[config.mk]
export PLATFORM = sky130hd
export DESIGN_NAME = nibble_serial_adder_ctrl_flat
export DESIGN_NICKNAME = d
export VERILOG_FILES = /design/src/rtl/nibble_serial_adder_ctrl_if.sv /design/src/rtl/nibble_serial_adder_ctrl.sv /design/src/flat_wrapper.sv
export SDC_FILE = /design/constraint.sdc
export NUM_CORES = 1
export LEC_CHECK = 0
export BUFFER_PORTS_ARGS = -buffer_cell sky130_fd_sc_hd__clkbuf_2
export CAP_MARGIN = 25
export CORE_MARGIN = 4
export CORE_UTILIZATION = 54
export DETAILED_ROUTE_END_ITERATION = 10
export PLACE_DENSITY = 0.87
export SLEW_MARGIN = 25
export SYNTH_ARGS = -nofsm -noshare
export SYNTH_HDL_FRONTEND = slang
export SYNTH_SLANG_ARGS = --single-unit
[constraint.sdc]
create_clock -name clk -period 2.26 [get_ports clk]
set_clock_uncertainty 0.2 [all_clocks]
set_input_delay 0.452 -clock clk [delete_from_list [all_inputs] [get_ports clk]]
set_output_delay 0.452 -clock clk [all_outputs]
set_load 0.05 [all_outputs]
[src/rtl/nibble_serial_adder_ctrl_if.sv]
// Start/busy/done handshake and operand/result bus for the nibble-serial adder.
// NSA_SUBTRACT_EN adds the sub request bit.
interface nibble_serial_adder_ctrl_if #(parameter int WIDTH = 16);
  logic             start;
  logic [WIDTH-1:0] a;
  logic [WIDTH-1:0] b;
  logic             cin;
`ifdef NSA_SUBTRACT_EN
  logic             sub;
`endif
  logic             busy;
  logic             done;
  logic [WIDTH-1:0] sum;
  logic             cout;

`ifdef NSA_SUBTRACT_EN
  modport master (output start, a, b, cin, sub, input busy, done, sum, cout);
  modport slave  (input start, a, b, cin, sub, output busy, done, sum, cout);
`else
  modport master (output start, a, b, cin, input busy, done, sum, cout);
  modport slave  (input start, a, b, cin, output busy, done, sum, cout);
`endif
endinterface

[src/rtl/nibble_serial_adder_ctrl.sv]
// WIDTH-bit adder built by time-sharing one 4-bit slice, LSB nibble first.
// Optional NSA_SUBTRACT_EN: sub=1 computes a - b (cout=1 means no borrow).
module fourbit_adder (
  input  logic [3:0] a_i,
  input  logic [3:0] b_i,
  input  logic       c_i,
  output logic [3:0] s_o,
  output logic       c_o
);
  assign {c_o, s_o} = {1'b0, a_i} + {1'b0, b_i} + {4'd0, c_i};
endmodule

module nibble_serial_adder_ctrl #(
  parameter int WIDTH = 16
) (
  input  logic                        clk,
  input  logic                        rst,
  nibble_serial_adder_ctrl_if.slave   bus
);
  localparam int NIB = WIDTH / 4;
  localparam int CW  = (NIB > 1) ? $clog2(NIB) : 1;

  typedef enum logic [1:0] {IDLE, RUN, DONE} state_t;

  state_t           state_q, state_d;
  logic [WIDTH-1:0] a_q, b_q, res_q, res_d, sum_q;
  logic             carry_q, cout_q;
  logic [CW-1:0]    cnt_q;
  logic [3:0]       s_nib;
  logic             c_nib;
  logic             accept, last;
  logic [WIDTH-1:0] b_cap;
  logic             c_cap;

  assign accept = (state_q != RUN) && bus.start;
  assign last   = (cnt_q == CW'(NIB - 1));

`ifdef NSA_SUBTRACT_EN
  assign b_cap = bus.sub ? ~bus.b : bus.b;
  assign c_cap = bus.sub ? 1'b1 : bus.cin;
`else
  assign b_cap = bus.b;
  assign c_cap = bus.cin;
`endif

  fourbit_adder u_slice (
    .a_i (a_q[3:0]),
    .b_i (b_q[3:0]),
    .c_i (carry_q),
    .s_o (s_nib),
    .c_o (c_nib)
  );

  // Each new nibble enters at the top, so after NIB shifts nibble 0 sits at the bottom.
  generate
    if (WIDTH > 4) begin : g_wide
      assign res_d = {s_nib, res_q[WIDTH-1:4]};
    end else begin : g_narrow
      assign res_d = s_nib;
    end
  endgenerate

  always_ff @(posedge clk) begin
    if (rst) state_q <= IDLE;
    else     state_q <= state_d;
  end

  always_comb begin
    state_d = state_q;
    case (state_q)
      IDLE:    if (bus.start) state_d = RUN;
      RUN:     if (last) state_d = DONE;
      DONE:    state_d = bus.start ? RUN : IDLE;
      default: state_d = IDLE;
    endcase
  end

  always_comb begin
    bus.busy = (state_q == RUN);
    bus.done = (state_q == DONE);
    bus.sum  = sum_q;
    bus.cout = cout_q;
  end

  always_ff @(posedge clk) begin
    if (rst) begin
      a_q     <= '0;
      b_q     <= '0;
      res_q   <= '0;
      sum_q   <= '0;
      carry_q <= 1'b0;
      cout_q  <= 1'b0;
      cnt_q   <= '0;
    end else if (accept) begin
      a_q     <= bus.a;
      b_q     <= b_cap;
      carry_q <= c_cap;
      cnt_q   <= '0;
    end else if (state_q == RUN) begin
      a_q     <= a_q >> 4;
      b_q     <= b_q >> 4;
      res_q   <= res_d;
      carry_q <= c_nib;
      cnt_q   <= cnt_q + CW'(1);
      // Results become visible only on the final nibble, so sum holds until then.
      if (last) begin
        sum_q  <= res_d;
        cout_q <= c_nib;
      end
    end
  end
endmodule

[src/flat_wrapper.sv]
// flat-port wrapper written by rule: the top's interface ports become plain ports
module nibble_serial_adder_ctrl_flat 
#(
  parameter int WIDTH = 16
)
  (clk, rst, bus_start, bus_a, bus_b, bus_cin, bus_busy, bus_done, bus_sum, bus_cout);
  nibble_serial_adder_ctrl_if #(.WIDTH(WIDTH)) bus_i ();
  input  logic clk;
  input  logic rst;
  input wire logic [$bits(bus_i.start)-1:0] bus_start;
  input wire logic [$bits(bus_i.a)-1:0] bus_a;
  input wire logic [$bits(bus_i.b)-1:0] bus_b;
  input wire logic [$bits(bus_i.cin)-1:0] bus_cin;
  output wire logic [$bits(bus_i.busy)-1:0] bus_busy;
  output wire logic [$bits(bus_i.done)-1:0] bus_done;
  output wire logic [$bits(bus_i.sum)-1:0] bus_sum;
  output wire logic [$bits(bus_i.cout)-1:0] bus_cout;
  assign bus_i.start = bus_start;
  assign bus_i.a = bus_a;
  assign bus_i.b = bus_b;
  assign bus_i.cin = bus_cin;
  assign bus_busy = bus_i.busy;
  assign bus_done = bus_i.done;
  assign bus_sum = bus_i.sum;
  assign bus_cout = bus_i.cout;
  nibble_serial_adder_ctrl #(.WIDTH(WIDTH)) u_core (.clk(clk), .rst(rst), .bus(bus_i));
endmodule
; Word-level counts from Yosys, hierarchy flattened
; Index checks and enable logic that the tools add are counted.
[totals]
regBits = 70
input_bits = 36
out_inout_bits = 19
elab_cells = 35
[op_classes]
add_sub_neg = 3
eq_ne = 6
n_mux = 10
bitwise = 1
n_reduce_logical = 7
[ops]
columns = op, count
row1 = $mux 16, 4
row2 = $pmux 2 s3, 1
row3 = $add 4x4->5, 1
row4 = $add 5x1->5, 1
row5 = $eq 2x2->1 const B, 2
row6 = $mux 2, 2
row7 = $ne 2x1->1 const B, 2
row8 = $reduce_and 2->1, 2
row9 = $mux 1, 3
row10 = $reduce_and 3->1, 1
row11 = $add 2x1->2 const B, 1
row12 = $eq 2x1->1 const B, 1
row13 = $logic_not 2->1, 1
row14 = $ne 2x2->1 const B, 1
row15 = $reduce_bool 2->1, 1
row16 = $reduce_or 2->1, 1
row17 = $logic_and 1x1->1, 1
row18 = $not 1->1, 1

; Longest topological paths before layout
[depth]
ltp_word = 4
mapped_depth = 6
ltp_nobuf = 5

; Hierarchy
; From an unflattened synthesis, not the netlist that was laid out.
[hier_totals]
cells_unflattened = 299
area_unflattened_um2 = 2752.6
[by_module_without_submodules]
columns = mod, n_inst, cells_per_inst, area_per_inst_um2, seq_area_each_um2
row1 = nibble_serial_adder_ctrl, 1, 283, 2608.8, 1321.3
row2 = fourbit_adder, 1, 16, 143.9, 0.0

; Least setup slack after synthesis
; No wires, ideal clock.
[synth_timing]
path_type = register to register
startpoint = register u_core.carry_q
endpoint = register u_core.carry_q
setup_time_ns = 0.136
arrival_ns = 1.544
required_ns = 1.924
slack_ns = 0.380
stages_incl_launch_ff = 6
path_buffers = 0
synth_period_minus_slack_ns = 1.880
cell_sequence = dfxtp_1 > fa_1 > fa_1 > a21o_1 > a21oi_1 > a21oi_1
[synth_via]
elab_chain_cells = 3
[synth_lines]
columns = element, line
row1 = start: declaration, nibble_serial_adder_ctrl.sv:27  ; logic carry_q, cout_q;
row2 = start signal: assignment, nibble_serial_adder_ctrl.sv:97  ; carry_q <= c_cap;
row3 = start signal: assignment, nibble_serial_adder_ctrl.sv:103  ; carry_q <= c_nib;
row4 = $add 5x1->5, nibble_serial_adder_ctrl.sv:10  ; assign {c_o, s_o} = {1'b0, a_i} + {1'b0, b_i} + {4'd0, c_i};
row5 = $mux 1, nibble_serial_adder_ctrl.sv:99  ; end else if (state_q == RUN) begin
row6 = $mux 1, nibble_serial_adder_ctrl.sv:94  ; end else if (accept) begin
; No other way between the ends. The select of a mux whose other input is x is not followed.
; A chain may end at the register's enable or synchronous reset.

; Worst setup path after layout
[layout_timing]
startpoint = register u_core.carry_q
endpoint = register u_core.cout_q (netlist: u_core.bus.cout)
[layout_via]
elab_chain_cells = 1
[layout_lines]
columns = element, line
row1 = $add 5x1->5, nibble_serial_adder_ctrl.sv:10
row2 = end signal: assignment, nibble_serial_adder_ctrl.sv:108  ; cout_q <= c_nib;
row3 = end: declaration, nibble_serial_adder_ctrl.sv:27
; No other way between the ends.

==> flow_metrics.env <==
export IMPL_total_drc_errors_in_the_routed_layout=0
export IMPL_rsz_0062_raised_after_global_routing="no"
export IMPL_timing_critical_path_depth=5
export IMPL_switching_power_w=0.000630
export IMPL_p_comb_share_pct=12.7
export IMPL_clock_sinks=66
export IMPL_peak_supply_drop_mv=0.441
export IMPL_top_library_cells_by_usage_in_the_layout_fill_and_taps_aside="66 x sky130_fd_sc_hd__dfxtp_1, 54 x sky130_fd_sc_hd__clkbuf_2, 50 x sky130_fd_sc_hd__nand2_1"
export IMPL_number_of_global_route_vias_before_repair=2175
export IMPL_groute_usage_overall_pct=19.6
export IMPL_cts_tree="yes"
export IMPL_hpwl_mm=3.98
export IMPL_ys_ff_latch=66
export IMPL_synth_area_per_cell_um2=9.75
export IMPL_layout_drive_gt1_share_pct=29.1
export IMPL_drt_iter0_markers=103
export IMPL_floorplan_die_height_um=80.6
export IMPL_wirelength_mm=5.62
export IMPL_sw_share_pct=25.0
export IMPL_synth_sequential_area_ratio_pct=46.4
export IMPL_total_leakage_power_nw=1.42
export IMPL_dpl_cell_count=401
export IMPL_crit_path_cell_trace="fa_1 -> fa_1 -> a21o_1 -> a21oi_1 -> a21oi_1"
export IMPL_fin_crit_sh_pct=88.9
export IMPL_cellInternalPower_w=0.00189
export IMPL_post_route_min_period_ps=2010
export IMPL_seq_power_share_pct=50.4
export IMPL_cp_data_required_time_ps=2260
export IMPL_cp_slowest_stage_delay_ps=460
export IMPL_dieArea_um2=6500
export IMPL_design_core_area_um2=5110
export IMPL_timing_critical_path_fanout_max=2
export IMPL_final_instance_count_excl_fill=414
export IMPL_synthToLayoutAreaGrowth_pct=16.6
export IMPL_setup_tns_final_ps=0
export IMPL_worstSkewPairLatency_ps=340
export IMPL_cts_clk_slew_worst_paths_ps=70
export IMPL_power_density_nw_per_um2=759
export IMPL_crit_path_top_delay_cell="sky130_fd_sc_hd__fa_1"
export IMPL_total_cts_buffers=9
export IMPL_cell_count_of_the_worst_hold_path=3
export IMPL_grt_pass1_wl_mm=9.70
export IMPL_crit_family="adder cells"
export IMPL_timing_reg2reg_worst_path_depth=5
export IMPL_fin_ws_ps=251
export IMPL_yosysWarnings=0
export IMPL_wl_met2_mm=2.89
export IMPL_dr_max_layer_used="met4"
export IMPL_gpl_final_weighted_congestion=0.772
export IMPL_power_share_clock_pct=36.9
export IMPL_path_buf_inv=0
export IMPL_wl_per_cell_um=13.6
export IMPL_crit_arrival_ps=2010
export IMPL_number_of_core_rows=26
export IMPL_hold_bufs_at_cts=0
export IMPL_initial_antenna_violation_count=0
export IMPL_clock_tree_htree_level_count=3
export IMPL_finalHoldViolations=0
export IMPL_fillCellCount=453
export IMPL_kind_of_start_point_of_the_critical_path="flop"
export IMPL_final_common_cell="sky130_fd_sc_hd__dfxtp_1"
export IMPL_final_nets=384
export IMPL_relSlewSlack_pct=56.8
export IMPL_gr_total_overflow=0
export IMPL_dieWidth_um=80.6
export IMPL_synthDistinctLibCells=29
export IMPL_syn_nets=334
export IMPL_holdWs_ps=141
export IMPL_largest_net_degree_at_the_start_of_global_routing=65
export IMPL_number_of_top_level_pins=55
export IMPL_worst_margin_pin_slew_ps=648
export IMPL_fmax_ghz=0.498
export IMPL_cts_repair_timing_setup_buffer_count=0
export IMPL_cts_root_buf="sky130_fd_sc_hd__clkbuf_8"
export IMPL_outcome="finished clean"
export IMPL_startpoint_to_endpoint_class_of_the_critical_path="reg -> reg"
export IMPL_insertedDiodeCount=0
export IMPL_report_final_slew_viol_count=0
export IMPL_final_antenna_net_count=0
export IMPL_number_of_gates_resized_after_cts=0
export IMPL_min_delay_path_class="in -> reg"
export IMPL_detailroute_wirelength_met3_um=392
export IMPL_clock_tree_buffer_depth=2
export IMPL_initial_utilization_pct=55.7
export IMPL_viasPerCell=5.30
export IMPL_synth_cell_area_um2=2850
export IMPL_place_ws_ps=264
export IMPL_setup_viol=0
export IMPL_met1Wirelength_mm=2.28
export IMPL_maxCapViolCount=0
export IMPL_synth_cells=292
export IMPL_critPathCaptureType="flop"
export IMPL_detailedRoute_firstPassIterationCount=4
export IMPL_numPortBuffers=54
export IMPL_vias=2196
-- area by class of cell --
| cell class | instances | area, µm² | share of cell area [%] |
|---|---|---|---|
| timing repair buffer | 60 | 353 | 10.6 |
| inverter | 3 | 11.3 | 0.339 |
| clock buffer | 10 | 138 | 4.15 |
| multi-input combinational | 202 | 1370 | 41.1 |
| clock inverter | 3 | 42.5 | 1.28 |
| sequential | 66 | 1320 | 39.8 |
| tap | 70 | 87.6 | 2.64 |
-- sequential cells by signal, summed over array words and instances, names as in the netlist --
signal	flops
u_core.cnt_q	2
u_core.res_q	12
u_core.a_q	16
u_core.state_q	2
u_core.bus.cout	1
u_core.bus.sum	16
u_core.b_q	16
u_core.carry_q	1
-- logic make-up after synthesis --
kind of cell	after synthesis	synth area share, %
simple gates	99	14.4
flops	66	46.4
compound gates	63	18.4
mux	33	11.6
buf+inv	24	5.71
fa+ha+maj	6	3.16
xor+xnor	1	0.308
-- cell usage after synthesis --
cell / instances / area share [%]
sky130_fd_sc_hd__buf_2: 10 / 1.8
sky130_fd_sc_hd__and4_1: 1 / 0.31
sky130_fd_sc_hd__a2111oi_2: 1 / 0.53
sky130_fd_sc_hd__xnor2_1: 1 / 0.31
sky130_fd_sc_hd__a2111o_1: 1 / 0.40
sky130_fd_sc_hd__inv_2: 1 / 0.13
sky130_fd_sc_hd__a311o_1: 1 / 0.35
sky130_fd_sc_hd__a21o_1: 1 / 0.26
sky130_fd_sc_hd__o21ai_0: 2 / 0.35
sky130_fd_sc_hd__ha_1: 4 / 1.8
sky130_fd_sc_hd__mux2i_1: 32 / 11
sky130_fd_sc_hd__a211oi_1: 3 / 0.79
sky130_fd_sc_hd__inv_1: 2 / 0.26
sky130_fd_sc_hd__nor2b_1: 2 / 0.44
sky130_fd_sc_hd__a2bb2oi_1: 1 / 0.31
sky130_fd_sc_hd__nand4_1: 1 / 0.22
sky130_fd_sc_hd__nor2_1: 36 / 4.7
sky130_fd_sc_hd__a211oi_2: 23 / 10
sky130_fd_sc_hd__and3b_1: 1 / 0.31
sky130_fd_sc_hd__a21oi_1: 30 / 5.3
sky130_fd_sc_hd__nand2_1: 50 / 6.6
sky130_fd_sc_hd__nand3_1: 3 / 0.53
sky130_fd_sc_hd__nand2b_1: 2 / 0.44
sky130_fd_sc_hd__mux2_2: 1 / 0.40
sky130_fd_sc_hd__fa_1: 2 / 1.4
sky130_fd_sc_hd__nand3b_1: 3 / 0.79
sky130_fd_sc_hd__buf_4: 6 / 1.6
sky130_fd_sc_hd__dfxtp_1: 66 / 46
sky130_fd_sc_hd__buf_6: 5 / 2.0
-- layer usage --
metal / vias to the layer above / GRT usage, %
met4: 0 / 5.57
met1: 1031 / 21.1
met3: 7 / 8.41
li1: 1108 / -
met2: 50 / 34.8
met5: - / 0
-- power groups by stage --
stage / combinational [W] / clock (W) / sequential [W]
after floorplan: 0.000252 / 0 / 0.00128
after global placement: 0.000311 / 0 / 0.00129
after CTS: 0.000324 / 0.000951 / 0.00127
after detailed placement: 0.000324 / 0 / 0.00130
final: 0.000321 / 0.000929 / 0.00127
after global routing: 0.000361 / 0.00101 / 0.00128
-- tightest hold or removal path, cell delays in order --
cell	delay (ps)
sky130_fd_sc_hd__clkbuf_2	70
sky130_fd_sc_hd__mux2i_1	50
sky130_fd_sc_hd__nor2_1	70
-- worst paths after layout --
path                                  startpoint                              to  slack [ps]
hold / removal                         bus_b[14]     u_core.b_q[14]$_SDFFE_PP0P_         140
setup reg to reg     u_core.carry_q$_SDFFE_PP0P_    u_core.bus.cout$_SDFFE_PP0P_         250
setup / recovery     u_core.carry_q$_SDFFE_PP0P_    u_core.bus.cout$_SDFFE_PP0P_         250
hold reg to reg   u_core.bus.sum[7]$_SDFFE_PP0P_  u_core.bus.sum[7]$_SDFFE_PP0P_         250
-- per-stage QoR --
stage	total power [W]	util (%)	cell area (µm²)
final	0.00252	65.0	3320
after global routing	0.00264	65.0	3320
after CTS	0.00254	65.0	3320
after detailed placement	0.00162	61.4	3140
after global placement	0.00160	61.4	3140
after floorplan	0.00154	-	2850
Power figures use the tool's default switching activity.
